## src/rtl/mem_arbiter.sv

```systemverilog
// mem_arbiter: two-master single-word memory bus controller with configurable wait states.
// Define ARB_ROUND_ROBIN_EN for round-robin tie-break; otherwise m1 has fixed priority.
module mem_arbiter #(
    parameter int ADDR_W      = 32,
    parameter int DATA_W      = 32,
    parameter int WAIT_CYCLES = 1
) (
    input  logic              clk,
    input  logic              rst_n,
    input  logic              m0_req,
    input  logic              m0_we,
    input  logic [ADDR_W-1:0] m0_addr,
    input  logic [DATA_W-1:0] m0_wdata,
    output logic              m0_ack,
    output logic [DATA_W-1:0] m0_rdata,
    input  logic              m1_req,
    input  logic              m1_we,
    input  logic [ADDR_W-1:0] m1_addr,
    input  logic [DATA_W-1:0] m1_wdata,
    output logic              m1_ack,
    output logic [DATA_W-1:0] m1_rdata,
    output logic              mem_rd,
    output logic              mem_wr,
    output logic [ADDR_W-1:0] mem_addr,
    output logic [DATA_W-1:0] mem_wdata,
    input  logic [DATA_W-1:0] mem_rdata,
    output logic              busy
);
    localparam logic [1:0] IDLE   = 2'd0;
    localparam logic [1:0] ACCESS = 2'd1;
    localparam logic [1:0] RESP   = 2'd2;

    logic [1:0]        state;
    logic [3:0]        cnt;
    logic              win;
    logic              lat_we;
    logic [ADDR_W-1:0] lat_addr;
    logic [DATA_W-1:0] lat_wdata;
    logic [DATA_W-1:0] m0_rd_q;
    logic [DATA_W-1:0] m1_rd_q;
    logic              grant;
    logic              in_acc;

`ifdef ARB_ROUND_ROBIN_EN
    logic last;
    // last holds the most recent winner; on a tie the other port goes next
    assign grant = (m0_req && m1_req) ? !last : m1_req;
    always_ff @(posedge clk) begin
        if (!rst_n)
            last <= 1'b1;
        else if (state == IDLE && (m0_req || m1_req))
            last <= grant;
    end
`else
    assign grant = m1_req;
`endif

    always_ff @(posedge clk) begin
        if (!rst_n) begin
            state     <= IDLE;
            cnt       <= '0;
            win       <= 1'b0;
            lat_we    <= 1'b0;
            lat_addr  <= '0;
            lat_wdata <= '0;
            m0_rd_q   <= '0;
            m1_rd_q   <= '0;
        end else begin
            case (state)
                IDLE: if (m0_req || m1_req) begin
                    state     <= ACCESS;
                    cnt       <= 4'(WAIT_CYCLES);
                    win       <= grant;
                    lat_we    <= grant ? m1_we : m0_we;
                    lat_addr  <= grant ? m1_addr : m0_addr;
                    lat_wdata <= grant ? m1_wdata : m0_wdata;
                end
                ACCESS: if (cnt != 4'd0) begin
                    cnt <= cnt - 4'd1;
                end else begin
                    state <= RESP;
                    if (!lat_we && !win) m0_rd_q <= mem_rdata;
                    if (!lat_we && win)  m1_rd_q <= mem_rdata;
                end
                default: state <= IDLE;
            endcase
        end
    end

    assign in_acc    = state == ACCESS;
    assign mem_rd    = in_acc && !lat_we;
    assign mem_wr    = in_acc && lat_we;
    assign mem_addr  = in_acc ? lat_addr : '0;
    assign mem_wdata = in_acc ? lat_wdata : '0;
    assign m0_ack    = state == RESP && !win;
    assign m1_ack    = state == RESP && win;
    assign m0_rdata  = m0_rd_q;
    assign m1_rdata  = m1_rd_q;
    assign busy      = state != IDLE;
endmodule

```

## config.mk

```make
export PLATFORM = sky130hd
export DESIGN_NAME = mem_arbiter
export DESIGN_NICKNAME = d
export VERILOG_FILES = /design/src/rtl/mem_arbiter.sv
export SDC_FILE = /design/constraint.sdc
export NUM_CORES = 1
export LEC_CHECK = 0
export ABC_AREA = 0
export BUFFER_PORTS_ARGS = -buffer_cell sky130_fd_sc_hd__buf_2
export CAP_MARGIN = 20
export CORE_MARGIN = 5
export CORE_UTILIZATION = 25
export DETAILED_ROUTE_END_ITERATION = 10
export GPL_ROUTABILITY_DRIVEN = 0
export SLEW_MARGIN = 25
export SYNTH_ARGS = -nofsm -noshare
export SYNTH_HDL_FRONTEND = slang
export SYNTH_SLANG_ARGS = --single-unit
```

## constraint.sdc

```tcl
create_clock -name clk -period 3.15 [get_ports clk]
set_clock_uncertainty 0.2 [all_clocks]
set_input_delay 0.4725 -clock clk [delete_from_list [all_inputs] [get_ports clk]]
set_output_delay 0.4725 -clock clk [all_outputs]
set_load 0.005 [all_outputs]
```

==> metrics.md, run 1 <==
| Metric | Value |
|---|---|
| Final Hold Vio Count | 0 |
| Layout Cells excl Fill | around 1300 |
| Clock Latency Late Sink | roughly 410 ps |
| Syn avg cell area | ~9.6 µm² |
| IO buf count | ~300 |
| Synth Area in Adders | less than 1% |
| Largest family of logic cells by synthesized area | multiplexers |
| Startpoint types | flop |
| Worst hold path class | in2reg |
| Worst vdd ir | 0.314 mV |
| Crit-path max FO | between 50 and 60 |
| Routed Antenna Nets | 0 |
| Post-Route WL | approximately 18000 µm |
| CTS Buf Count | 17 |
| Dpl cells | ~1200 |
| Die width | ~170 µm |
| Site Rows | 58 |
| Starting Density | between 20% and 30% |
| Multi-input logic area | 3280 µm² |
| CTS Root Buffer Type | clkbuf_16 |
| Die area | roughly 29000 µm² |
| # hold bufs at CTS | 0 |
| Slowest CP cell | dfxtp_1 |
| Synth cell types | 32 |
| Area growth syn-to-layout | 38.4% |
| Core ar. | 25000 µm² |
| 1st-pass router iterations | 7 |
| Via count | roughly 5700 |
| First-pass GRT wire length | 29200 µm |
| WP data required | 2480 ps |
| Clk sink count | approximately 140 |
| Die Y | 169 µm |
| Post-Synth Simple-Gate Area | 19.3% |
| Outcome | complete, no violations |
| CTS tree | built |
| WP buf/inv | 2 |
| Filler cells | ~2600 |
| Post-CTS sizing | 0 |
| Slew Limit Fails | 0 |
| Final instance area | 8730 µm² |
| Worst-margin pin slew | roughly 700 ps |
| Largest net degree at the start of global routing | 68 |
| Yosys reg bits | roughly 140 |
| Multiplexer share of the synthesized area | roughly a fifth |
| RR Startpoint | cnt[0] |
| Compound-Gate Fraction of Synth Area | a little under an eighth |
| # Post-CTS Setup Buffers | 0 |
| RSZ-0062 raised after global routing | false |
| WP data arrival | roughly 1900 ps |
| Crit. Startpoint | state[0] |
| HPWL after DPL | roughly 13000 µm |
| Most frequent cells in the layout | buf_2 (296), dfxtp_1 (136), mux2i_1 (129) |
| Post-Route Setup TNS | 0 ps |
| CTS clk-pin slew, worst paths | 70 ps |
| Io pins | around 300 |
| MaxCap Viol Count | 0 |
| Final period util | 80.6% |
| Vias in the first global route | ~5800 |
| Final #Nets | around 1100 |
| Share of cells above drive strength 1 | between 30% and 40% |
| Initial antenna violation count | 0 |
| Drt via density | about 4.5 |
| Setup-failing EPs final | 0 |
| Area after DPL | a little over 8000 µm² |
| DR iter-0 viols | 265 |
| Crit end category | primary output |
| CP delay by family, top | simple AND/OR/NAND/NOR gates |
| Sequential share of the synthesized area | 43.1% |
| Total GRT Usage | approximately an eighth |
| Crit path largest cell delay | roughly 440 ps |
| H-tree depth | 4 |
| Syn. warnings | 0 |
| DR WL/cell | approximately 14 µm |
| Min-delay src | mem_rdata[26] |
| Critical path class | reg2out |
| CP Cell Sequence | nor2b_4 > buf_12 > and2_1 > buf_2 |
| Synth Cell Area | roughly 6300 µm² |
| Most common cell after layout, fill and taps aside | buf_2 |
| Longest Clk Path Bufs | 2 |
| Post-Syn Instances | ~660 |
| Relative slew slack | 53.3% |
| Register area | between 2000 and 3000 µm² |
| Leak pwr | between 5 and 6 nW |
| Antenna Cells | 0 |
| Synthesized Nets | between 800 and 900 |
| Grt total ovfl | 0 |
| Fmax | between 0.3 and 0.4 GHz |
| Crit path time final | between 2000 and 3000 ps |
| DRC | 0 |
| Xor-xnor portion of the synthesized cell area | 0% |
| Pwr Density | 560 nW/µm² |
layer usage:
metal / GRT usage, % / up-vias / wire (µm)
li1: - / 2838 / -
met1: 15.6 / 2613 / 8000
met2: 20.3 / 206 / 8480
met3: 3.67 / 16 / 1460
met4: 3.71 / 0 / 298
met5: 0 / - / 0
registers in the layout, indices dropped and copies added (netlist names):
register   count
state          2
m1_rdata      32
lat_we         1
m0_rdata      32
win            1
lat_addr      32
lat_wdata     32
cnt            4
where the power goes:
part / total, W / switching [W] / leakage [nW] / internal, W
sequential: 0.00197 / 0.0000816 / 1.12 / 0.00189
clock: 0.00204 / 0.000905 / 0.297 / 0.00114
combinational: 0.000881 / 0.000458 / 3.73 / 0.000423
total: 0.00489 / 0.00144 / 5.14 / 0.00345
synth_stat cells, drive strengths merged:
| master | n | area [µm²] |
|---|---|---|
| dfxtp | 136 | 2720 |
| mux2i | 129 | 1290 |
| nand2 | 97 | 364 |
| and2 | 65 | 407 |
| nand3 | 65 | 325 |
| o211a | 65 | 651 |
| clkbuf | 42 | 159 |
| buf | 21 | 150 |
| inv | 5 | 18.8 |
| nor2 | 5 | 18.8 |
| o21ai | 4 | 20.0 |
| or4 | 3 | 22.5 |
| a21oi | 2 | 10.0 |
| ha | 2 | 25.0 |
| nor3b | 2 | 15.0 |
| o21a | 2 | 15.0 |
| o31a | 2 | 17.5 |
| a21boi | 1 | 7.51 |
| a221oi | 1 | 8.76 |
| and3 | 1 | 6.26 |
| and3b | 1 | 8.76 |
| nand2b | 1 | 6.26 |
| nand4b | 1 | 8.76 |
| nor2b | 1 | 6.26 |
| nor3 | 1 | 5.00 |
| or2 | 1 | 6.26 |
| or3 | 1 | 6.26 |
| or3b | 1 | 8.76 |
area by class of cell:
| cell class | count | share of cell area (%) |
|---|---|---|
| multi-input combinational | 454 | 37.6 |
| sequential | 136 | 31.2 |
| timing repair buffer | 314 | 19.4 |
| clock buffer | 17 | 4.87 |
| tap | 330 | 4.73 |
| clock inverter | 15 | 2.03 |
| inverter | 5 | 0.215 |
stage by stage:
step / hold WS, ps / total power [W] / utilization [%] / setup slack (ps)
6_report: 131 / 0.00489 / 34.9 / 610
3_5_place_dp: 250 / 0.00291 / 32.5 / 845
4_1_cts: 100 / 0.00499 / 34.9 / 550
2_1_floorplan: 255 / 0.00254 / - / 1150
5_1_grt: 113 / 0.00516 / 34.9 / 509
3_3_place_gp: 242 / 0.00289 / 32.5 / 870
cells by family (layout without fill, tap and decap cells):
family,Yosys count,after routing
multiplexers,129,129
buffers and inverters,68,351
adder cells (fa/ha/maj),2,2
AO/OA/AOI/OAI,77,77
AND/OR/NAND/NOR,246,246
flip-flops,136,136
path summary, 6_finish.rpt:
path             endpoint  slack, ps  cells after the start
min          m0_rdata[26]        130                      3
min reg2reg  m1_rdata[16]        260                      2
max          mem_wdata[8]        610                      4
max reg2reg   m0_rdata[7]        820                      6
worst register-to-register path, delay by kind of cell (launching register included):
kind | cells | cell delay [ps]
mux | 1 | 210
flops | 1 | 320
buf+inv | 2 | 410
fa+ha+maj | 1 | 160
simple gates | 2 | 890
(Power assumes the default switching activity.)
==> inputs of run 2 (changes only) <==
- clock period: 3.15 -> 2.1 ns (I/O delays scaled with it)
==> metrics.md, run 2 (same netlist as run 1, synthesis figures left out) <==
| Metric | Value |
|---|---|
| WP data required | 1580 ps (was 2480 ps) |
| CTS tree | built (unchanged) |
| Relative slew slack | 72.6% (was 53.3%) |
| RR Startpoint | cnt[0] (unchanged) |
| Area growth syn-to-layout | 55.9% (was 38.4%) |
| Crit end category | primary output (unchanged) |
| Hold path endpoint | lat_wdata[12] (was m0_rdata[26]) |
| Via count | 6005 (was 5673) |
| MaxCap Viol Count | 0 (unchanged) |
| Die Y | 169 µm (unchanged) |
| CTS Buf Count | 17 (unchanged) |
| Clk sink count | 136 (unchanged) |
| Register area | 2730 µm² (was 2720 µm²) |
| H-tree depth | 4 (unchanged) |
| Worst-case reg-to-reg path depth | 6 (unchanged) |
| Outcome | complete, no violations (unchanged) |
| Site Rows | 58 (unchanged) |
| Post-Route Setup TNS | 0 ps (unchanged) |
| Io pins | 299 (unchanged) |
| Slew Limit Fails | 0 (unchanged) |
| Worst hold path class | in2reg (unchanged) |
| Fmax | between 0.4 and 0.5 GHz |
| Crit path time final | between 2000 and 2500 ps |
| Routed Antenna Nets | 0 (unchanged) |
| Startpoint types | flop (unchanged) |
| CTS Root Buffer Type | clkbuf_16 (unchanged) |
| HPWL after DPL | 13100 µm (was 13200 µm) |
| Min-delay src | m0_wdata[12] (was mem_rdata[26]) |
| Hold Crit Depth | 4 (was 3) |
| DR iter-0 viols | 271 (was 265) |
| Grt total ovfl | 0 (unchanged) |
| DR WL/cell | 15.5 µm (was 14.3 µm) |
| Pwr Density | 773 nW/µm² (was 560 nW/µm²) |
| Post-Route WL | 20500 µm (was 18200 µm) |
| Filler cells | 2500 (was 2629) |
| Clock Latency Late Sink | 400 ps (was 410 ps) |
| Most frequent cells in the layout | buf_2 (248), dfxtp_1 (132), mux2i_1 (129) (was buf_2 (296), dfxtp_1 (136), mux2i_1 (129)) |
| First-pass GRT wire length | 30400 µm (was 29200 µm) |
| Final period util | between 90% and 100% |
| Antenna Cells | 0 (unchanged) |
| IO buf count | 298 (unchanged) |
| Initial antenna violation count | 0 (unchanged) |
| Starting Density | 25.2% (unchanged) |
| DRC | 0 (unchanged) |
| Final Hold Vio Count | 0 (unchanged) |
| Die area | 28500 µm² (unchanged) |
| R2R Path End | m0_rdata[16] (was m0_rdata[7]) |
| Vias in the first global route | 5852 (was 5759) |
| Final #Nets | 1149 (was 1096) |
| Largest net degree at the start of global routing | 95 (was 68) |
| RSZ-0062 raised after global routing | true (was false) |
| Dpl ws | -66.6 ps (was 845 ps) |
| WP data arrival | 1570 ps (was 1870 ps) |
| Critical path class | reg2out (unchanged) |
| Most common cell after layout, fill and taps aside | buf_2 (unchanged) |
| Core ar. | 25000 µm² (unchanged) |
| Total GRT Usage | 13.0% (was 12.3%) |
| CTS clk-pin slew, worst paths | 70 ps (about the same) |
| Setup-failing EPs final | 0 (unchanged) |
| Setup WS post-layout | 17.5 ps (was 610 ps) |
| Drt via density | 4.54 (was 4.46) |
| Longest Clk Path Bufs | 2 (unchanged) |
| Share of cells above drive strength 1 | 43.1% (was 37.3%) |
| Worst-margin pin slew | 411 ps (was 699 ps) |
| Die width | 169 µm (unchanged) |
| Reg-to-reg setup timing slack | 30 ps (was 820 ps) |
| Leak pwr | 5.55 nW (was 5.14 nW) |
| Crit-path max FO | 8 (was 53) |
| Multi-input logic area | 3420 µm² (was 3280 µm²) |
| 1st-pass router iterations | 5 (was 7) |
| Power consumption | 0.00760 W (was 0.00489 W) |
| Worst vdd ir | 0.345 mV (was 0.314 mV) |
run 2: cell types whose count changed in the layout (fill, tap and decap cells not counted), sizes merged:
cell         delta
dlygate4sd3    +32
buf            +16
clkbuf          +5
clkinvlp        +4
inv             -3
bufinv          -1
run 2: worst max path at each step:
stage,from,endpoint,slack [ps],depth (start not counted)
finish,state[1],mem_addr[22],20,6
global route,state[1],mem_addr[22],-60,6
CTS,state[0],mem_addr[16],-70,6
detailed placement,cnt[0],m0_rdata[22],-70,6
global placement,cnt[0],m0_rdata[1],-40,6
floorplan,cnt[0],m0_rdata[10],100,7
run 2: metrics by stage:
| step | cell area (µm²) | std cells | hold WS [ps] | utilization (%) |
|---|---|---|---|---|
| floorplan | 6310 | 658 | 255 | - |
| global placement | 8220 | 1246 | 243 | 32.8 |
| detailed placement | 8220 | 1246 | 249 | 32.8 |
| CTS | 9250 | 1316 | 42.5 | 36.9 |
| global route | 9840 | 1324 | 50.2 | 39.3 |
| finish | 9840 | 1324 | 61.0 | 39.3 |
run 2: where the power goes:
group / switching, W / internal [W] / total (W)
logic: 0.000804 / 0.000974 / 0.00178
clock network: 0.00130 / 0.00156 / 0.00286
registers: 0.000138 / 0.00283 / 0.00297
total: 0.00224 / 0.00536 / 0.00760
run 2: area by class of cell:
class	instances	area share (%)
Sequential cell	136	27.7
Clock inverter	15	1.40
Tap cell	330	4.20
Multi-Input combinational cell	454	34.8
Inverter	5	0.191
Timing Repair Buffer	367	27.4
Clock buffer	17	4.32
run 2: what timing repair did:
item	in CTS	in global routing
endpoints found under the hold margin	60	0
hold buffers	32	0
pin swaps	2	45
gates resized for setup	7	106
buffers inserted	2	3
cloned	4	6
setup endpoints to repair	87	97
run 2: worst max-delay path, stage by stage (launching register included):
cell	delay (ps)
dfxtp_2	320
buf_6	110
nor2b_4	130
buf_12	180
clkbuf_16	170
and2_1	120
buf_2	110
run 2: metal layers:
layer	global-route usage (%)	vias up	wire length [µm]
met5	0	-	0
met4	4.38	0	293
met3	3.88	24	1660
met2	21.5	233	10100
met1	16.3	2804	8460
li1	-	2944	-
==> inputs of run 3 (changes only) <==
- CORE_UTILIZATION: 25 -> 42
- PLACE_DENSITY: not set -> 0.76
==> metrics.md, run 3 (same netlist as run 1, synthesis figures left out) <==
| Metric | Value |
|---|---|
| R2R Path End | m0_rdata[28] (was m0_rdata[16]) |
| Metal1 wirelength | 8150 µm (was 8460 µm) |
| Clk sink count | 136 (unchanged) |
| Worst vdd ir | 0.526 mV (was 0.345 mV) |
| Filler cells | 1208 (was 2500) |
| Routed Antenna Nets | 0 (unchanged) |
| Pwr Density | 838 nW/µm² (was 773 nW/µm²) |
| Crit path time final | 2090 ps (was 2080 ps) |
| Fmax | 0.479 GHz (was 0.480 GHz) |
| Most common cell after layout, fill and taps aside | buf_2 (unchanged) |
| Die Y | 133 µm (was 169 µm) |
| Initial antenna violation count | 0 (unchanged) |
| Crit. Startpoint | cnt[0] (was state[1]) |
| Setup-failing EPs final | 0 (unchanged) |
| Power consumption | 0.00781 W (was 0.00760 W) |
| Multi-input logic area | 3310 µm² (was 3420 µm²) |
| Worst-case reg-to-reg path depth | 6 (unchanged) |
| Crit-path max FO | 8 (unchanged) |
| Vias in the first global route | 6168 (was 5852) |
| Worst hold path class | in2reg (unchanged) |
| WP data required | 2220 ps (was 1580 ps) |
| Starting Density | 43.1% (was 25.2%) |
| Relative slew slack | 76.8% (was 72.6%) |
| H-tree depth | 4 (unchanged) |
| Drt via density | 5.13 (was 4.54) |
| CTS Buf Count | 17 (unchanged) |
| Final period util | 99.3% (was 99.2%) |
| Reg-to-reg setup timing slack | 10 ps (was 30 ps) |
| RR Startpoint | cnt[0] (unchanged) |
| RSZ-0062 raised after global routing | true (unchanged) |
| MaxCap Viol Count | 0 (unchanged) |
| Hold path endpoint | m0_rdata[27] (was lat_wdata[12]) |
| Dpl cells | 1113 (was 1246) |
| Worst-margin pin slew | 348 ps (was 411 ps) |
| Largest net degree at the start of global routing | 61 (was 95) |
| Post-Route Setup TNS | 0 ps (unchanged) |
| Slew Limit Fails | 0 (unchanged) |
| Final #Nets | 1157 (was 1149) |
| CTS tree | built (unchanged) |
| Clock Latency Late Sink | 400 ps (about the same) |
| Met3 wire length | 1340 µm (was 1660 µm) |
| WP data arrival | 2210 ps (was 1570 ps) |
| Hold_ws | 27.7 ps (was 61.0 ps) |
| Via count | 6074 (was 6005) |
| Area growth syn-to-layout | 47.7% (was 55.9%) |
| Site Rows | 44 (was 58) |
| Final Hold Vio Count | 0 (unchanged) |
| Die width | 133 µm (was 169 µm) |
| DRC | 0 (unchanged) |
| Core ar. | 14600 µm² (was 25000 µm²) |
| Met2 WL post-DR | 9950 µm (was 10100 µm) |
| Register area | 2730 µm² (about the same) |
| Min-delay src | mem_rdata[27] (was m0_wdata[12]) |
| Share of cells above drive strength 1 | 38.6% (was 43.1%) |
| CTS Root Buffer Type | clkbuf_16 (unchanged) |
| Most frequent cells in the layout | buf_2 (296), dfxtp_1 (133), mux2i_1 (128) (was buf_2 (248), dfxtp_1 (132), mux2i_1 (129)) |
| 1st-pass router iterations | 5 (unchanged) |
| Max layer used | met4 (unchanged) |
| Antenna Cells | 0 (unchanged) |
| Hold Crit Depth | 3 (was 4) |
| Die area | 17600 µm² (was 28500 µm²) |
| DR WL/cell | 16.8 µm (was 15.5 µm) |
| HPWL after DPL | 12900 µm (was 13100 µm) |
| Crit end category | flop (was primary output) |
| DR iter-0 viols | 290 (was 271) |
| First-pass GRT wire length | 29800 µm (was 30400 µm) |
| Outcome | complete, no violations (unchanged) |
| Io pins | 299 (unchanged) |
| Post-Route WL | 19900 µm (was 20500 µm) |
| Leak pwr | 5.50 nW (was 5.55 nW) |
| IO buf count | 298 (unchanged) |
| Longest Clk Path Bufs | 2 (unchanged) |
| Total GRT Usage | 20.3% (was 13.0%) |
| Startpoint types | flop (unchanged) |
| CTS clk-pin slew, worst paths | 60 ps (was 70 ps) |
| Grt total ovfl | 0 (unchanged) |
| Layout Cells excl Fill | 1185 (was 1324) |
| Critical path class | reg2reg (was reg2out) |
-- run 3: changes by cell type in the layout (fill, tap and decap cells not counted), moves of 2 or more --
cell | before | now
and2_1 | 17 | 65
and2_4 | 48 | 0
buf_16 | 4 | 1
buf_2 | 248 | 296
buf_4 | 18 | 29
buf_6 | 50 | 2
bufinv_16 | 0 | 5
clkbuf_1 | 0 | 2
clkinvlp_4 | 4 | 1
inv_6 | 3 | 0
inv_8 | 3 | 0
-- run 3: how the worst max path moves through the flow --
stage / endpoint / depth (start not counted)
2_1_floorplan: m0_rdata[10] / 7
3_3_place_gp: m0_rdata[7] / 6
3_5_place_dp: m0_rdata[4] / 6
4_1_cts: mem_addr[25] / 5
5_1_grt: m0_rdata[28] / 6
6_report: m0_rdata[28] / 6
-- run 3: repair_timing --
item	CTS	global route
hold buffers	31	0
endpoints found under the setup margin	41	29
cloned	1	7
gates resized for setup	3	13
buffers inserted	0	3
hold endpoints to repair	62	0
-- run 3: final cells by class --
cell class | instances | area share (%)
inverter | 5 | 0.201
clock buffer | 20 | 4.79
clock inverter | 11 | 2.12
sequential | 136 | 29.3
tap | 184 | 2.47
timing repair buffer | 375 | 25.7
multi-input combinational | 454 | 35.5
-- run 3: power by group --
group	internal, W	switching (W)
sequential	0.00283	0.000128
clock	0.00214	0.00111
combinational	0.000831	0.000771
-- run 3: metal layers --
metal	global-route usage (%)	vias up
met5	0	-
met4	6.99	0
met3	5.58	30
met2	35.8	246
met1	23.8	2839
li1	-	2959
-- run 3: stage by stage --
stage	utilization, %	cell area [µm²]	worst slack [ps]
2_1_floorplan	-	6310	103
3_3_place_gp	55.6	8140	-29.2
3_5_place_dp	55.6	8140	-83.7
4_1_cts	62.3	9120	39.3
5_1_grt	63.7	9320	-13.3
6_report	63.7	9320	13.7
-- run 3: critical path, cell delays in order (launching register included) --
cell,delay (ps)
dfxtp_2,320
inv_2,70
ha_4,130
or3b_4,370
or4_4,520
buf_16,200
mux2i_2,190
